**src/rtl/poli_crc_engine.sv**
```systemverilog
// POLI CRC-32 engine: words are queued from CRC_INPUT writes and folded in MSB byte first, one byte per cycle.
// Latency: 5 cycles from an input write to DONE. Backpressure: none; a write while the FIFO is full is dropped and flagged.
package poli_pkg;
    typedef enum logic [3:0] {
        REG_NONE    = 4'h0,
        GPIO_DATA   = 4'h1,
        GPIO_DIR    = 4'h2,
        TIMER_COUNT = 4'h3,
        CRC_CONTROL = 4'h4,
        CRC_STATUS  = 4'h5,
        CRC_INPUT   = 4'h6,
        CRC_OUTPUT  = 4'h7
    } regsel_t;
endpackage

// Generic synchronous FIFO with a flush input and an occupancy count.
// Latency: one cycle from push to visible head. Backpressure: in_rdy drops when full.
module sync_fifo #(
    parameter int W     = 32,
    parameter int DEPTH = 4,
    localparam int AW   = (DEPTH > 1) ? $clog2(DEPTH) : 1,
    localparam int CW   = $clog2(DEPTH + 1)
) (
    input  logic          CLK,
    input  logic          nRST,
    input  logic          flush,
    input  logic          in_vld,
    output logic          in_rdy,
    input  logic [W-1:0]  in_dat,
    output logic          out_vld,
    input  logic          out_rdy,
    output logic [W-1:0]  out_dat,
    output logic [CW-1:0] count
);
    logic [W-1:0]  mem [DEPTH];
    logic [AW-1:0] wr_ptr;
    logic [AW-1:0] rd_ptr;
    logic          push;
    logic          pop;

    function automatic logic [AW-1:0] next_ptr(input logic [AW-1:0] p);
        return (p == AW'(DEPTH - 1)) ? '0 : p + 1'b1;
    endfunction

    // Full is judged on the count before any same-cycle pop.
    assign in_rdy  = (count != CW'(DEPTH));
    assign out_vld = (count != '0);
    assign out_dat = mem[rd_ptr];
    assign push    = in_vld & in_rdy;
    assign pop     = out_rdy & out_vld;

    always_ff @(posedge CLK) begin
        if (push) mem[wr_ptr] <= in_dat;
    end

    always_ff @(posedge CLK or negedge nRST) begin
        if (!nRST) begin
            wr_ptr <= '0;
            rd_ptr <= '0;
            count  <= '0;
        end else if (flush) begin
            wr_ptr <= '0;
            rd_ptr <= '0;
            count  <= '0;
        end else begin
            if (push) wr_ptr <= next_ptr(wr_ptr);
            if (pop)  rd_ptr <= next_ptr(rd_ptr);
            if (push && !pop)      count <= count + 1'b1;
            else if (pop && !push) count <= count - 1'b1;
        end
    end
endmodule

module poli_crc_engine
    import poli_pkg::*;
#(
    parameter int                   WORD_SIZE  = 32,
    parameter logic [WORD_SIZE-1:0] POLY       = 32'h04C11DB7,
    parameter int                   FIFO_DEPTH = 4,
    localparam int                  CW         = $clog2(FIFO_DEPTH + 1)
) (
    input  logic                 CLK,
    input  logic                 nRST,
    input  regsel_t              register_select,
    input  logic                 write_enable,
    input  logic [WORD_SIZE-1:0] write_data,
    output logic [WORD_SIZE-1:0] read_data,
    output logic                 irq
);
    typedef enum logic {IDLE, RUN} state_t;

    state_t               state, state_nxt;
    logic [1:0]           beat, beat_nxt;
    logic [WORD_SIZE-1:0] shift, shift_nxt;
    logic [WORD_SIZE-1:0] crc, crc_nxt;
    logic                 seed_ones, irq_en, done, ovf;
    logic                 done_nxt, irq_en_nxt;

    logic                 ctrl_wr, status_wr, input_wr, init;
    logic                 pop, set_done, full, busy;
    logic                 fifo_in_rdy, fifo_out_vld;
    logic [WORD_SIZE-1:0] fifo_out_dat;
    logic [CW-1:0]        fifo_count;
    logic [WORD_SIZE-1:0] rd_mux;

    function automatic logic [WORD_SIZE-1:0] step8(input logic [WORD_SIZE-1:0] c, input logic [7:0] b);
        logic [WORD_SIZE-1:0] r;
        r = c ^ {b, {(WORD_SIZE-8){1'b0}}};
        for (int i = 0; i < 8; i++) begin
            r = r[WORD_SIZE-1] ? ((r << 1) ^ POLY) : (r << 1);
        end
        return r;
    endfunction

    assign ctrl_wr   = write_enable && (register_select == CRC_CONTROL);
    assign status_wr = write_enable && (register_select == CRC_STATUS);
    assign input_wr  = write_enable && (register_select == CRC_INPUT);
    assign init      = ctrl_wr && write_data[0];
    assign full      = ~fifo_in_rdy;
    assign busy      = (state != IDLE) || (fifo_count != '0);

    sync_fifo #(.W(WORD_SIZE), .DEPTH(FIFO_DEPTH)) u_fifo (
        .CLK     (CLK),
        .nRST    (nRST),
        .flush   (init),
        .in_vld  (input_wr),
        .in_rdy  (fifo_in_rdy),
        .in_dat  (write_data),
        .out_vld (fifo_out_vld),
        .out_rdy (pop),
        .out_dat (fifo_out_dat),
        .count   (fifo_count)
    );

    always_ff @(posedge CLK or negedge nRST) begin
        if (!nRST) begin
            state <= IDLE;
            beat  <= '0;
            shift <= '0;
            crc   <= '0;
        end else begin
            state <= state_nxt;
            beat  <= beat_nxt;
            shift <= shift_nxt;
            crc   <= crc_nxt;
        end
    end

    always_comb begin
        state_nxt = state;
        beat_nxt  = beat;
        shift_nxt = shift;
        crc_nxt   = crc;
        pop       = 1'b0;
        set_done  = 1'b0;
        if (init) begin
            state_nxt = IDLE;
            beat_nxt  = '0;
            crc_nxt   = write_data[1] ? '1 : '0;
        end else begin
            case (state)
                IDLE: begin
                    if (fifo_out_vld) begin
                        pop       = 1'b1;
                        shift_nxt = fifo_out_dat;
                        beat_nxt  = '0;
                        state_nxt = RUN;
                    end
                end
                RUN: begin
                    crc_nxt   = step8(crc, shift[WORD_SIZE-1 -: 8]);
                    shift_nxt = shift << 8;
                    beat_nxt  = beat + 1'b1;
                    // Last byte of the word: chain straight into the next queued word if any.
                    if (beat == 2'd3) begin
                        if (fifo_out_vld) begin
                            pop       = 1'b1;
                            shift_nxt = fifo_out_dat;
                            beat_nxt  = '0;
                        end else begin
                            state_nxt = IDLE;
                            set_done  = 1'b1;
                        end
                    end
                end
                default: state_nxt = IDLE;
            endcase
        end
    end

    assign done_nxt   = init ? 1'b0 : (set_done | (done & ~(status_wr & write_data[3])));
    assign irq_en_nxt = ctrl_wr ? write_data[2] : irq_en;

    always_ff @(posedge CLK or negedge nRST) begin
        if (!nRST) begin
            seed_ones <= 1'b0;
            irq_en    <= 1'b0;
            done      <= 1'b0;
            ovf       <= 1'b0;
            irq       <= 1'b0;
        end else begin
            if (ctrl_wr) seed_ones <= write_data[1];
            irq_en <= irq_en_nxt;
            done   <= done_nxt;
            if (init)                 ovf <= 1'b0;
            else if (input_wr && full) ovf <= 1'b1;
            else if (status_wr && write_data[2]) ovf <= 1'b0;
            irq <= done_nxt & irq_en_nxt;
        end
    end

    always_comb begin
        rd_mux = '0;
        case (register_select)
            CRC_CONTROL: rd_mux = WORD_SIZE'({irq_en, seed_ones, 1'b0});
            CRC_STATUS:  rd_mux = WORD_SIZE'({3'(fifo_count), done, ovf, full, busy});
            CRC_OUTPUT:  rd_mux = crc;
            default:     rd_mux = '0;
        endcase
    end

    always_ff @(posedge CLK or negedge nRST) begin
        if (!nRST) read_data <= '0;
        else       read_data <= rd_mux;
    end
endmodule

```
**config.mk**
```make
export PLATFORM = sky130hd
export DESIGN_NAME = poli_crc_engine
export DESIGN_NICKNAME = d
export VERILOG_FILES = /design/src/rtl/poli_crc_engine.sv
export SDC_FILE = /design/constraint.sdc
export NUM_CORES = 1
export LEC_CHECK = 0
export BUFFER_PORTS_ARGS = -buffer_cell sky130_fd_sc_hd__buf_2
export CAP_MARGIN = 25
export CORE_MARGIN = 5
export CORE_UTILIZATION = 65
export DETAILED_ROUTE_END_ITERATION = 10
export GPL_ROUTABILITY_DRIVEN = 0
export PLACE_DENSITY = 0.85
export SKIP_LAST_GASP = 1
export SLEW_MARGIN = 20
export SYNTH_ARGS = -nofsm -noshare
export SYNTH_HDL_FRONTEND = slang
export SYNTH_SLANG_ARGS = --single-unit
```
**constraint.sdc**
```tcl
create_clock -name CLK -period 7.48 [get_ports CLK]
set_input_delay 1.496 -clock CLK [delete_from_list [all_inputs] [get_ports CLK]]
set_output_delay 1.496 -clock CLK [all_outputs]
set_load 0.005 [all_outputs]
```
==> flow_summary.json <==
{
  "critPathArrivalTime_ns": 3.88,
  "num_vias": 5580,
  "dp_hpwl_mm": 12.1,
  "final_cell_mix": "128 x edfxtp_1, 110 x dfrtp_1, 70 x buf_2",
  "hold_path.class": "register to register",
  "ys_seq_area_frac": 0.664,
  "cts_buffers": 25,
  "ant_nets": 0,
  "switching_share": 0.362,
  "ff2ff_setup_slack_ns": 4.75,
  "layout_commonest_cell": "edfxtp_1",
  "die_w_um": 134,
  "finalCritPeriodShare": 0.463,
  "clock_skew_ns": 0.00963,
  "hold_buffers": 0,
  "wire_per_inst_um": 20.4,
  "path_cells": "buf_2, nor2b_1, nor3b_2, nand2_1, o21ai_4, a21oi_1, a22o_1",
  "grt_pass1_wl_mm": 31.0,
  "drc_errors": 0,
  "routed_wl_mm": 19.3,
  "synthFlopType": "edfxtp_1",
  "clkLatencyLatePin_ns": 0.53,
  "ys_async_sr_fraction": 0.464,
  "drive_gt1_frac": 0.230,
  "h-tree-depth": 1,
  "use_met1": 0.278,
  "pwr-share-seq": 0.314,
  "clock-root-buffer": "clkbuf_16",
  "comb_power_share": 0.487,
  "cts_resized": 0,
  "drtPass1Iterations": 5,
  "postCtsSetupRepairBufs": 0,
  "final.setup.worst_slack_ns": 4.01,
  "cp.required_ns": 7.89,
  "syn_area_um2": 9970,
  "place_ws_ns": 3.30,
  "finalHoldViolations": 0,
  "die_h_um": 134,
  "slowest_delay_ns": 0.61,
  "area_growth_pct": 13.9,
  "initial_core_util": 0.658,
  "port_buffers": 71,
  "period_minus_slack_ns": 3.47,
  "synth_seq_cells": 239,
  "fmax_mhz": 288,
  "globalRouteOverflowTotal": 0,
  "setup_viol": 0,
  "p_total_mw": 5.99,
  "min_path_cells": 2,
  "synth_area_per_cell_um2": 15.1,
  "vias_per_cell": 5.90,
  "slew-limit-headroom": 0.385,
  "io_pins": 72,
  "grt_pass1_vias": 5774,
  "die-area_um2": 17900,
  "fin_nets": 785,
  "critPathCaptureType": "register",
  "antenna_found_initial": 0,
  "cts.sinks": 239,
  "cts_tree": "yes",
  "grt_max_degree": 60,
  "leakage_nw": 4.58,
  "worst-setup-path-type": "primary input to register",
  "outcome": "completed",
  "power.density_nw_per_um2": 527,
  "p_switching_mw": 2.17,
  "synth_cell_types": 43,
  "num_antenna_cells": 0,
  "synth-edff-count": 128,
  "syn_inst": 662,
  "intPower_mw": 3.82,
  "cts.clk_slew.worst_paths_ns": 0.06,
  "clkPwrFrac": 0.199,
  "core_area_um2": 15100,
  "syn_nets": 708,
  "yosys_warnings": 0,
  "ir_drop_mv": 0.307,
  "clock_path_buffers": 3,
  "rsz0062_at_grt": "no",
  "crit_path_top_delay_cell": "nand2_1",
  "tightest_slew_ns": 0.920,
  "track_usage": 0.222,
  "finalSetupTns_ns": 0,
  "crit_fanout": 25,
  "drv_cap": 0,
  "rows": 45,
  "drt-initial-drc-count": 506,
  "start_kind": "primary input",
  "use_met3": 0.0353,
  "drv_slew": 0,
  "reg2reg_depth": 8,
  "gr-max-usage-layer": "met2",
  "grt_use_met2": 0.402
}
-- metrics by stage --
stage          utilization  instance area [um^2]  hold slack [ns]  std cells
5_1_grt              0.749                 11400            0.523        945
3_5_place_dp         0.695                 10500            0.469        899
2_1_floorplan            -                  9970            0.449        662
6_report             0.749                 11400            0.478        945
3_3_place_gp         0.695                 10500            0.461        898
4_1_cts              0.748                 11300            0.482        944
-- power by group through the flow --
stage          Combinational (mW)  Sequential (mW)  Clock [mW]
2_1_floorplan                2.41             1.83           0
3_3_place_gp                 2.77             1.88           0
3_5_place_dp                 2.88             1.90           0
4_1_cts                      2.93             1.88        1.21
5_1_grt                      3.21             1.90        1.27
6_report                     2.92             1.88        1.19
-- cells by family after synthesis --
group	count (synthesis)	share of synthesized area
xor+xnor	75	0.0804
buf+inv	42	0.0176
fa+ha+maj	7	0.00954
flops	239	0.664
mux	70	0.111
compound gates	106	0.0601
simple gates	123	0.0574
-- metal layers --
layer  wire, um  share of wire
met5          0              0
met4        464          0.024
met3        904          0.047
met2      10400           0.54
met1       7540           0.39
-- worst paths after layout --
check	start	endpoint
min in group asynchronous	nRST	crc[1]
hold / removal	shift[21]	shift[21]
setup reg to reg	u_fifo.count[0]	u_fifo.count[2]
setup / recovery	register_select[0]	shift[2]
max in group asynchronous	nRST	crc[25]
hold reg to reg	shift[21]	shift[21]
-- registers in the layout, indices dropped and copies added (netlist names), 2 cells and up --
name	flops
crc	32
u_fifo.count	3
u_fifo.mem	128
beat	2
shift	32
read_data	32
u_fifo.wr_ptr	2
u_fifo.rd_ptr	2
-- worst max-delay path, delay by kind of cell --
family | cells | cell delay [ns]
and+or+nand+nor | 3 | 1.14
AOI/OAI and AO/OA | 3 | 1.09
buffers and inverters | 1 | 0.13
-- area by class of cell --
cell class                 count  area [um^2]
sequential                   239         6620
tap                          188          235
clock buffer                  33          666
timing repair buffer          83          468
fill                         867         3790
clock inverter                12          131
inverter                       9         33.8
multi-input combinational    381         3190
-- synthesized netlist by cell type (3+ instances only) --
library cell | number | area share
and2_1 | 26 | 0.016
a21oi_1 | 33 | 0.017
mux2i_1 | 35 | 0.035
buf_2 | 11 | 0.0055
a22oi_1 | 3 | 0.0023
xnor2_1 | 41 | 0.036
ha_1 | 6 | 0.0075
nand3_1 | 4 | 0.0020
buf_1 | 3 | 0.0011
nor2_1 | 28 | 0.011
mux2_2 | 3 | 0.0034
clkbuf_1 | 18 | 0.0068
edfxtp_1 | 128 | 0.39
mux4_2 | 32 | 0.072
nand2_1 | 52 | 0.020
o21ai_0 | 50 | 0.025
inv_1 | 9 | 0.0034
xnor2_2 | 6 | 0.0098
dfrtp_1 | 111 | 0.28
a21o_1 | 3 | 0.0023
a22o_1 | 12 | 0.011
xor2_1 | 21 | 0.018
No activity file was read; power rests on OpenSTA's default activity.
